$ cat config.mk
export PLATFORM = sky130hd
export DESIGN_NAME = hex_frame_serializer_flat
export DESIGN_NICKNAME = d
export VERILOG_FILES = /design/src/rtl/hex_frame_serializer_if.sv /design/src/rtl/hex_frame_serializer.sv /design/src/flat_wrapper.sv
export SDC_FILE = /design/constraint.sdc
export NUM_CORES = 1
export LEC_CHECK = 0
export ABC_CLOCK_PERIOD_IN_PS = 6900
export CORE_ASPECT_RATIO = 0.7
export CORE_UTILIZATION = 51
export DETAILED_ROUTE_END_ITERATION = 8
export PLACE_DENSITY_LB_ADDON = 0.2
export SYNTH_ARGS = -nofsm -noshare
export SYNTH_HDL_FRONTEND = slang
export SYNTH_SLANG_ARGS = --single-unit
$ cat constraint.sdc
create_clock -name clk -period 6.9 [get_ports clk]
set_input_delay 1.725 -clock clk [delete_from_list [all_inputs] [get_ports clk]]
set_output_delay 1.725 -clock clk [all_outputs]
set_load 0.005 [all_outputs]
$ cat src/rtl/hex_frame_serializer_if.sv
// Sample-in / byte-out stream bundle for hex_frame_serializer.
// master = the environment side, slave = the serializer.
interface hex_frame_serializer_if #(
  parameter int unsigned CHANNELS = 3,
  parameter int unsigned WIDTH    = 16
);
  logic                        s_valid;
  logic                        s_ready;
  logic [CHANNELS*WIDTH-1:0]   s_data;
  logic                        m_valid;
  logic                        m_ready;
  logic [7:0]                  m_data;
  logic                        m_last;

  modport master (
    output s_valid, s_data, m_ready,
    input  s_ready, m_valid, m_data, m_last
  );

  modport slave (
    input  s_valid, s_data, m_ready,
    output s_ready, m_valid, m_data, m_last
  );
endinterface

$ cat src/rtl/hex_frame_serializer.sv
// Captures one multi-channel sample and streams it out as "<h..h|h..h>\n" ASCII-hex bytes.
// Define HEX_FRAME_SERIALIZER_CK_EN to insert a "*XX" XOR checksum field before '>'.
module hex_frame_serializer #(
  parameter int unsigned CHANNELS = 3,
  parameter int unsigned WIDTH    = 16
) (
  input  logic                 clk,
  input  logic                 rst,
  hex_frame_serializer_if.slave bus,
  output logic [15:0]          frame_count
);
  localparam int unsigned Digits = WIDTH / 4;
  localparam int unsigned ChW    = (CHANNELS > 1) ? $clog2(CHANNELS) : 1;
  localparam int unsigned DigW   = (Digits > 1) ? $clog2(Digits) : 1;
  localparam logic [ChW-1:0]  LastCh  = ChW'(CHANNELS - 1);
  localparam logic [DigW-1:0] LastDig = DigW'(Digits - 1);

  typedef enum logic {StIdle, StSend} state_e;
  typedef enum logic [2:0] {
    PhStart, PhDigit, PhSep, PhCkStar, PhCkHi, PhCkLo, PhEnd, PhNl
  } phase_e;

  state_e                    state_q, state_d;
  phase_e                    phase_q, phase_d;
  logic [ChW-1:0]            ch_q, ch_d;
  logic [DigW-1:0]           dig_q, dig_d;
  logic [WIDTH-1:0]          cur_q;
  logic [CHANNELS*WIDTH-1:0] rest_q;
  logic [15:0]               frame_count_q;
  logic [7:0]                byte_val;
  logic                      capture, accept, frame_done;

  function automatic logic [7:0] hex_ascii(input logic [3:0] n);
    return (n < 4'd10) ? (8'h30 + {4'h0, n}) : (8'h37 + {4'h0, n});
  endfunction

  assign capture     = bus.s_valid & bus.s_ready;
  assign accept      = bus.m_valid & bus.m_ready;
  assign frame_done  = accept & (phase_q == PhNl);
  assign frame_count = frame_count_q;

  always_ff @(posedge clk or posedge rst) begin
    if (rst) state_q <= StIdle;
    else     state_q <= state_d;
  end

  always_comb begin
    state_d = state_q;
    case (state_q)
      StIdle:  if (capture) state_d = StSend;
      StSend:  if (frame_done) state_d = StIdle;
      default: state_d = StIdle;
    endcase
  end

  // s_ready is gated by rst so nothing is offered while reset is held.
  always_comb begin
    bus.s_ready = (state_q == StIdle) & ~rst;
    bus.m_valid = (state_q == StSend);
    bus.m_last  = (state_q == StSend) & (phase_q == PhNl);
    bus.m_data  = (state_q == StSend) ? byte_val : 8'h00;
  end

  always_comb begin
    phase_d = phase_q;
    ch_d    = ch_q;
    dig_d   = dig_q;
    if (capture) begin
      phase_d = PhStart;
      ch_d    = '0;
      dig_d   = '0;
    end else if (accept) begin
      case (phase_q)
        PhStart: phase_d = PhDigit;
        PhDigit: begin
          if (dig_q == LastDig) begin
            dig_d = '0;
            if (ch_q == LastCh) begin
`ifdef HEX_FRAME_SERIALIZER_CK_EN
              phase_d = PhCkStar;
`else
              phase_d = PhEnd;
`endif
            end else begin
              phase_d = PhSep;
            end
          end else begin
            dig_d = dig_q + 1'b1;
          end
        end
        PhSep: begin
          ch_d    = ch_q + 1'b1;
          phase_d = PhDigit;
        end
        PhCkStar: phase_d = PhCkHi;
        PhCkHi:   phase_d = PhCkLo;
        PhCkLo:   phase_d = PhEnd;
        PhEnd:    phase_d = PhNl;
        default:  phase_d = PhStart;
      endcase
    end
  end

  // cur_q holds the channel being printed, MSB nibble on top; rest_q queues later channels.
  always_ff @(posedge clk or posedge rst) begin
    if (rst) begin
      phase_q       <= PhStart;
      ch_q          <= '0;
      dig_q         <= '0;
      cur_q         <= '0;
      rest_q        <= '0;
      frame_count_q <= 16'h0000;
    end else begin
      phase_q <= phase_d;
      ch_q    <= ch_d;
      dig_q   <= dig_d;
      if (capture) begin
        cur_q  <= bus.s_data[WIDTH-1:0];
        rest_q <= bus.s_data >> WIDTH;
      end else if (accept && phase_q == PhDigit) begin
        cur_q <= cur_q << 4;
      end else if (accept && phase_q == PhSep) begin
        cur_q  <= rest_q[WIDTH-1:0];
        rest_q <= rest_q >> WIDTH;
      end
      if (frame_done) frame_count_q <= frame_count_q + 16'd1;
    end
  end

`ifdef HEX_FRAME_SERIALIZER_CK_EN
  logic [7:0] ck_q;

  always_ff @(posedge clk or posedge rst) begin
    if (rst) begin
      ck_q <= 8'h00;
    end else if (capture) begin
      ck_q <= 8'h00;
    end else if (accept && (phase_q == PhDigit || phase_q == PhSep)) begin
      ck_q <= ck_q ^ byte_val;
    end
  end
`endif

  always_comb begin
    byte_val = 8'h00;
    case (phase_q)
      PhStart: byte_val = 8'h3C;
      PhDigit: byte_val = hex_ascii(cur_q[WIDTH-1 -: 4]);
      PhSep:   byte_val = 8'h7C;
`ifdef HEX_FRAME_SERIALIZER_CK_EN
      PhCkStar: byte_val = 8'h2A;
      PhCkHi:   byte_val = hex_ascii(ck_q[7:4]);
      PhCkLo:   byte_val = hex_ascii(ck_q[3:0]);
`endif
      PhEnd:   byte_val = 8'h3E;
      PhNl:    byte_val = 8'h0A;
      default: byte_val = 8'h00;
    endcase
  end
endmodule

$ cat src/flat_wrapper.sv
// flat-port wrapper written by rule: the top's interface ports become plain ports
module hex_frame_serializer_flat 
#(
  parameter int unsigned CHANNELS = 3,
  parameter int unsigned WIDTH    = 16
)
  (clk, rst, frame_count, bus_s_valid, bus_s_data, bus_m_ready, bus_s_ready, bus_m_valid, bus_m_data, bus_m_last);
  hex_frame_serializer_if #(.CHANNELS(CHANNELS), .WIDTH(WIDTH)) bus_i ();
  input  logic clk;
  input  logic rst;
  output logic [15:0] frame_count;
  input wire logic [$bits(bus_i.s_valid)-1:0] bus_s_valid;
  input wire logic [$bits(bus_i.s_data)-1:0] bus_s_data;
  input wire logic [$bits(bus_i.m_ready)-1:0] bus_m_ready;
  output wire logic [$bits(bus_i.s_ready)-1:0] bus_s_ready;
  output wire logic [$bits(bus_i.m_valid)-1:0] bus_m_valid;
  output wire logic [$bits(bus_i.m_data)-1:0] bus_m_data;
  output wire logic [$bits(bus_i.m_last)-1:0] bus_m_last;
  assign bus_i.s_valid = bus_s_valid;
  assign bus_i.s_data = bus_s_data;
  assign bus_i.m_ready = bus_m_ready;
  assign bus_s_ready = bus_i.s_ready;
  assign bus_m_valid = bus_i.m_valid;
  assign bus_m_data = bus_i.m_data;
  assign bus_m_last = bus_i.m_last;
  hex_frame_serializer #(.CHANNELS(CHANNELS), .WIDTH(WIDTH)) u_core (.clk(clk), .rst(rst), .bus(bus_i), .frame_count(frame_count));
endmodule
* Word-level counts from Yosys, hierarchy flattened
Index checks and enable logic that the tools add are counted.
** Cells by class
- Magnitude comparators :: 1
- $add $sub $neg :: 5
- Reduce and logical (&&, ||, !) cells :: 13
- Equal/unequal tests :: 11
- Multipliers :: 0
- Divide/modulo/power cells :: 0
- Bitwise gates (word level) :: 7
- Multiplexer cells :: 24
- Shifts and indexed selects :: 0
** Operators by type and width (number)
- 48-bit two-way mux :: 3
- 16-bit two-way mux :: 3
- 8-bit case mux with 5 select lines :: 1
- 3-bit case mux with 6 select lines :: 1
- 16-bit by 1-bit adder with 16-bit output, second input constant :: 1
- 8-bit two-way mux :: 2
- 6-bit by 4-bit adder with 7-bit output, first input constant :: 2
- 2-bit two-way mux :: 7
- 3-bit equality test, second input constant :: 4
- 3-bit two-way mux :: 4
- 2-bit AND reduction :: 4
- 2-bit nonzero test :: 4
- 3-bit by 2-bit equality test with 1-bit output, second input constant :: 2
- 1-bit bitwise AND :: 5
- 2-bit by 1-bit adder with 2-bit output, second input constant :: 2
- 2-bit equality test, second input constant :: 2
- 4-bit < comparator, second input constant :: 1
- 3-bit by 1-bit equality test with 1-bit output, second input constant :: 1
- 3-bit logical NOT :: 1
- 3-bit by 1-bit inequality test with 1-bit output, second input constant :: 1
- 3-bit nonzero test :: 1
- 1-bit logical AND :: 2
- 1-bit two-way mux :: 2
- 2-bit by 1-bit inequality test with 1-bit output, second input constant :: 1
- 3 further kinds :: 4
** Word-level totals
- Memories :: 0
- Register bits :: 88
- Bits in latches :: 0
- Memory bits (read-only) :: 0
- Word-level logic and storage cells :: 68
- Output and inout port bits :: 27
- Memory bits (writable) :: 0

* Logic depth before layout (Yosys ltp)
- Depth after elaboration :: 6
- Mapped depth :: 7
- Mapped depth without buffers :: 6

* Worst setup path after synthesis
OpenSTA, ideal clock, no wires.
- Path type :: input to output
- From :: in rst
- To :: out bus_s_ready
- Buffers on the path :: 0
- Data required time :: 5.175 ns
- Path slack :: 3.325 ns
- Arrival time :: 1.850 ns
- Cell stages on the path :: 1
- Cell sequence :: nor2_1
** On the way
- Cells in the longest elaborated chain, start to end :: 2
** RTL lines
- start: declaration :: line flat_wrapper.sv:10 : input logic rst;
- 1-bit inverter :: line hex_frame_serializer.sv:58 : bus.s_ready = (state_q == StIdle) & ~rst;
- 1-bit bitwise AND :: line hex_frame_serializer.sv:58
- end: declaration :: line flat_wrapper.sv:15 : output wire logic [$bits(bus_i.s_ready)-1:0] bus_s_ready;
No other way between the ends.

* Worst setup path in the final report
Same ends and word-level chain as after synthesis.

==> results.cfg <==
[outcome]
status = finished, final reports clean

[synth]
synth_top_area_share = 0.5030
synth_area_um2 = 3582
yosysSeqAreaShare = 0.5030
syn_area_per_cell_um2 = 9.578
yosysWarningCount = 0
yosys_register_bits = 72
syn_nets = 430
synth_cells = 374
synth_edf_count = 0
synth_top_area_cell = dfrtp_1
synthArstFlopShare = 1.000
synthDistinctLibCells = 44
ys.flop_type = dfrtp_1
synth_area_leaders = dfrtp_1 50%, nand2_1 8.9%, nand3_1 3.5%

[cells_and_area]
fin_nets = 495
fin_area_um2 = 4554
stdcell_count = 538
nFillCells = 549
multiInputGateArea_um2 = 1579
num_antenna_cells = 0
ff_latch_area_um2 = 1802
area_growth_pct = 27.14
drive_above_1_share = 0.06306

[critical_path]
r2r-end = u_core.cur_q[9]
worstRegToRegCells = 4
path_depth = 3
required_ns = 5.18
crit_path_max_incr_delay_ns = 0.52
endpoint_kind = output port
crit_top_cell = clkdlybuf4s50_1
critPathSlowestCell = clkdlybuf4s50_1
crit_fanout = 3
path_cells = clkdlybuf4s50_1, nor2_1, clkdlybuf4s50_1
r2r-start = u_core.phase_q[1]
critical_path_buf_inv_count = 2
cp-endpoint = bus_s_ready
path_class = primary input to output port
critPathLaunch = rst
critPathTopFamily = buffers and inverters
start_kind = primary input
critPathArrivalTime_ns = 2.89
worst-r2r-setup-slack_ns = 4.45

[pwr]
powerDensity_nw_per_um2 = 374.8
power_leakage_uw = 0.002046
peakVddDrop_v = 0.0001615

[timing]
final_hold_viol_count = 0
drv_slew = 0
finalClockSkew_ns = 0.01151
setup_viol = 0
rsz0062_at_grt = false
fmaxAchievable_mhz = 216.6
post-route-min-period_ns = 4.617
fin_crit_sh = 0.6691
maxSlewHeadroom = 0.3619
worstMarginPinSlew_ns = 0.9571
setup_tns_ns = 0
fin_ws_ns = 2.283

[die]
design.core.area_um2 = 6756
core.rowCount = 25
die-area_um2 = 7369
die_w_um = 102.2
dieHeight_um = 72.12
start_util = 0.5302
io_pins = 79

[drt]
routed_wl_um = 8306
drc_errors = 0
dr.pass1.iters = 4
vias = 3007
ant_nets = 0
wl_per_cell_um = 15.44
drtIter0Drc = 236
via_per_inst = 5.589

[clock_network]
cts_buffers = 9
cts_resized = 0
cts.clk_slew.worst_paths_ns = 0.08
clock-sinks = 72
cts_max_path_buffers = 2
cts_setup_buffers = 0
htreeDepth = 3
clockRootBuffer = clkbuf_8
cts_hold_buf = 0
cts_tree = built
clock_latency_ns = 0.35

[grt]
grt_pass1_wl_um = 13590
grt_antenna_before_repair = 0
grt_overflow = 0
grt_max_degree = 73
grt_pass1_vias = 2791
grtUsageTotal = 0.2433

[placed_design]
globalplace.congestion = 0.7666
place_area_um2 = 4322
dpl.cell_count = 522
pre_cts_slack_ns = 2.284
io_buffers = 77
dp_hpwl_um = 5485

[hold_path]
min_path_type = flop to flop

[job]
maxCapViolCount = 0
-- cells in the mapped netlist (all sizes together) (4+ instances only) --
| master | n |
|---|---|
| nand4 | 4 |
| ha | 4 |
| a31oi | 16 |
| nor2 | 26 |
| a21oi | 8 |
| a2bb2oi | 12 |
| inv | 8 |
| dfrtp | 72 |
| a32oi | 12 |
| mux2i | 4 |
| nand2 | 86 |
| xnor2 | 13 |
| xor2 | 4 |
| nand2b | 5 |
| o21ai | 23 |
| nand3 | 25 |
| buf | 23 |
-- how the worst min path moves through the flow --
stage                                   to  slack, ns              startpoint  cells past startpoint
finish              u_core.frame_count[15]       0.47  u_core.frame_count[15]                      1
global route        u_core.frame_count[15]       0.49  u_core.frame_count[15]                      1
CTS                 u_core.frame_count[15]       0.48  u_core.frame_count[15]                      1
detailed placement  u_core.frame_count[15]       0.47  u_core.frame_count[15]                      1
global placement    u_core.frame_count[15]       0.46  u_core.frame_count[15]                      1
floorplan                  u_core.dig_q[0]       0.46         u_core.dig_q[0]                      1
-- sequential cells by signal, summed over array words and instances (netlist names) --
name / flops
u_core.bus.m_valid: 1
u_core.ch_q: 2
u_core.cur_q: 16
u_core.dig_q: 2
u_core.frame_count: 16
u_core.phase_q: 3
u_core.rest_q: 32
-- kinds of logic after synthesis --
group | share of synthesized area
AO/OA/AOI/OAI | 0.1491
XOR/XNOR | 0.04156
adder cells (fa/ha/maj) | 0.01397
buffers and inverters | 0.05693
flip-flops | 0.5030
multiplexers | 0.01432
other | 0.001047
AND/OR/NAND/NOR | 0.2201
-- where the power goes --
group,internal (µW),total [µW],switching (µW)
Combinational,300,585,285
Clock,234,384,150
Sequential,581,738,157
-- per-layer routing --
| metal | part of all wire | GRT usage | vias to the layer above |
|---|---|---|---|
| met5 | 0 | 0 | - |
| met4 | 0.0095 | 0.06984 | 0 |
| met3 | 0.094 | 0.06262 | 9 |
| met2 | 0.42 | 0.3482 | 126 |
| met1 | 0.47 | 0.3656 | 1438 |
| li1 | - | - | 1434 |
-- layout make-up --
type                    count  share of cell area
clock inverters             2             0.01319
well taps                  94             0.02582
flip-flops and latches     72              0.3956
inverters                   8            0.006593
repair buffers             80              0.1742
multi-input cells         268              0.3467
clock buffers              14             0.03791
-- metrics by stage --
stage	total power [µW]	hold WS [ns]	util
after floorplan	1120	0.4588	-
after global placement	1291	0.4605	0.6396
after detailed placement	1313	0.4654	0.6396
after CTS	1705	0.4772	0.6741
after global routing	1820	0.4929	0.6741
final	1707	0.4677	0.6741
-- layout by cell type, fill, tap and decap left out, types with 3 or more instances in the layout --
master           instances
a21oi_1                  7
a32oi_1                 12
nand2_1                 85
dfrtp_1                 72
a31oi_1                 16
clkbuf_8                12
nor3_1                   3
ha_1                     4
buf_4                    3
and3_1                   3
clkdlybuf4s50_1         77
a2bb2oi_1               12
nand3_1                 25
xor2_1                   4
nor2_1                  25
xnor2_1                 13
nand4_1                  3
mux2i_1                  4
nand2b_1                 4
o21ai_0                 23
inv_1                    7
No activity file was read; power rests on OpenSTA's default activity.
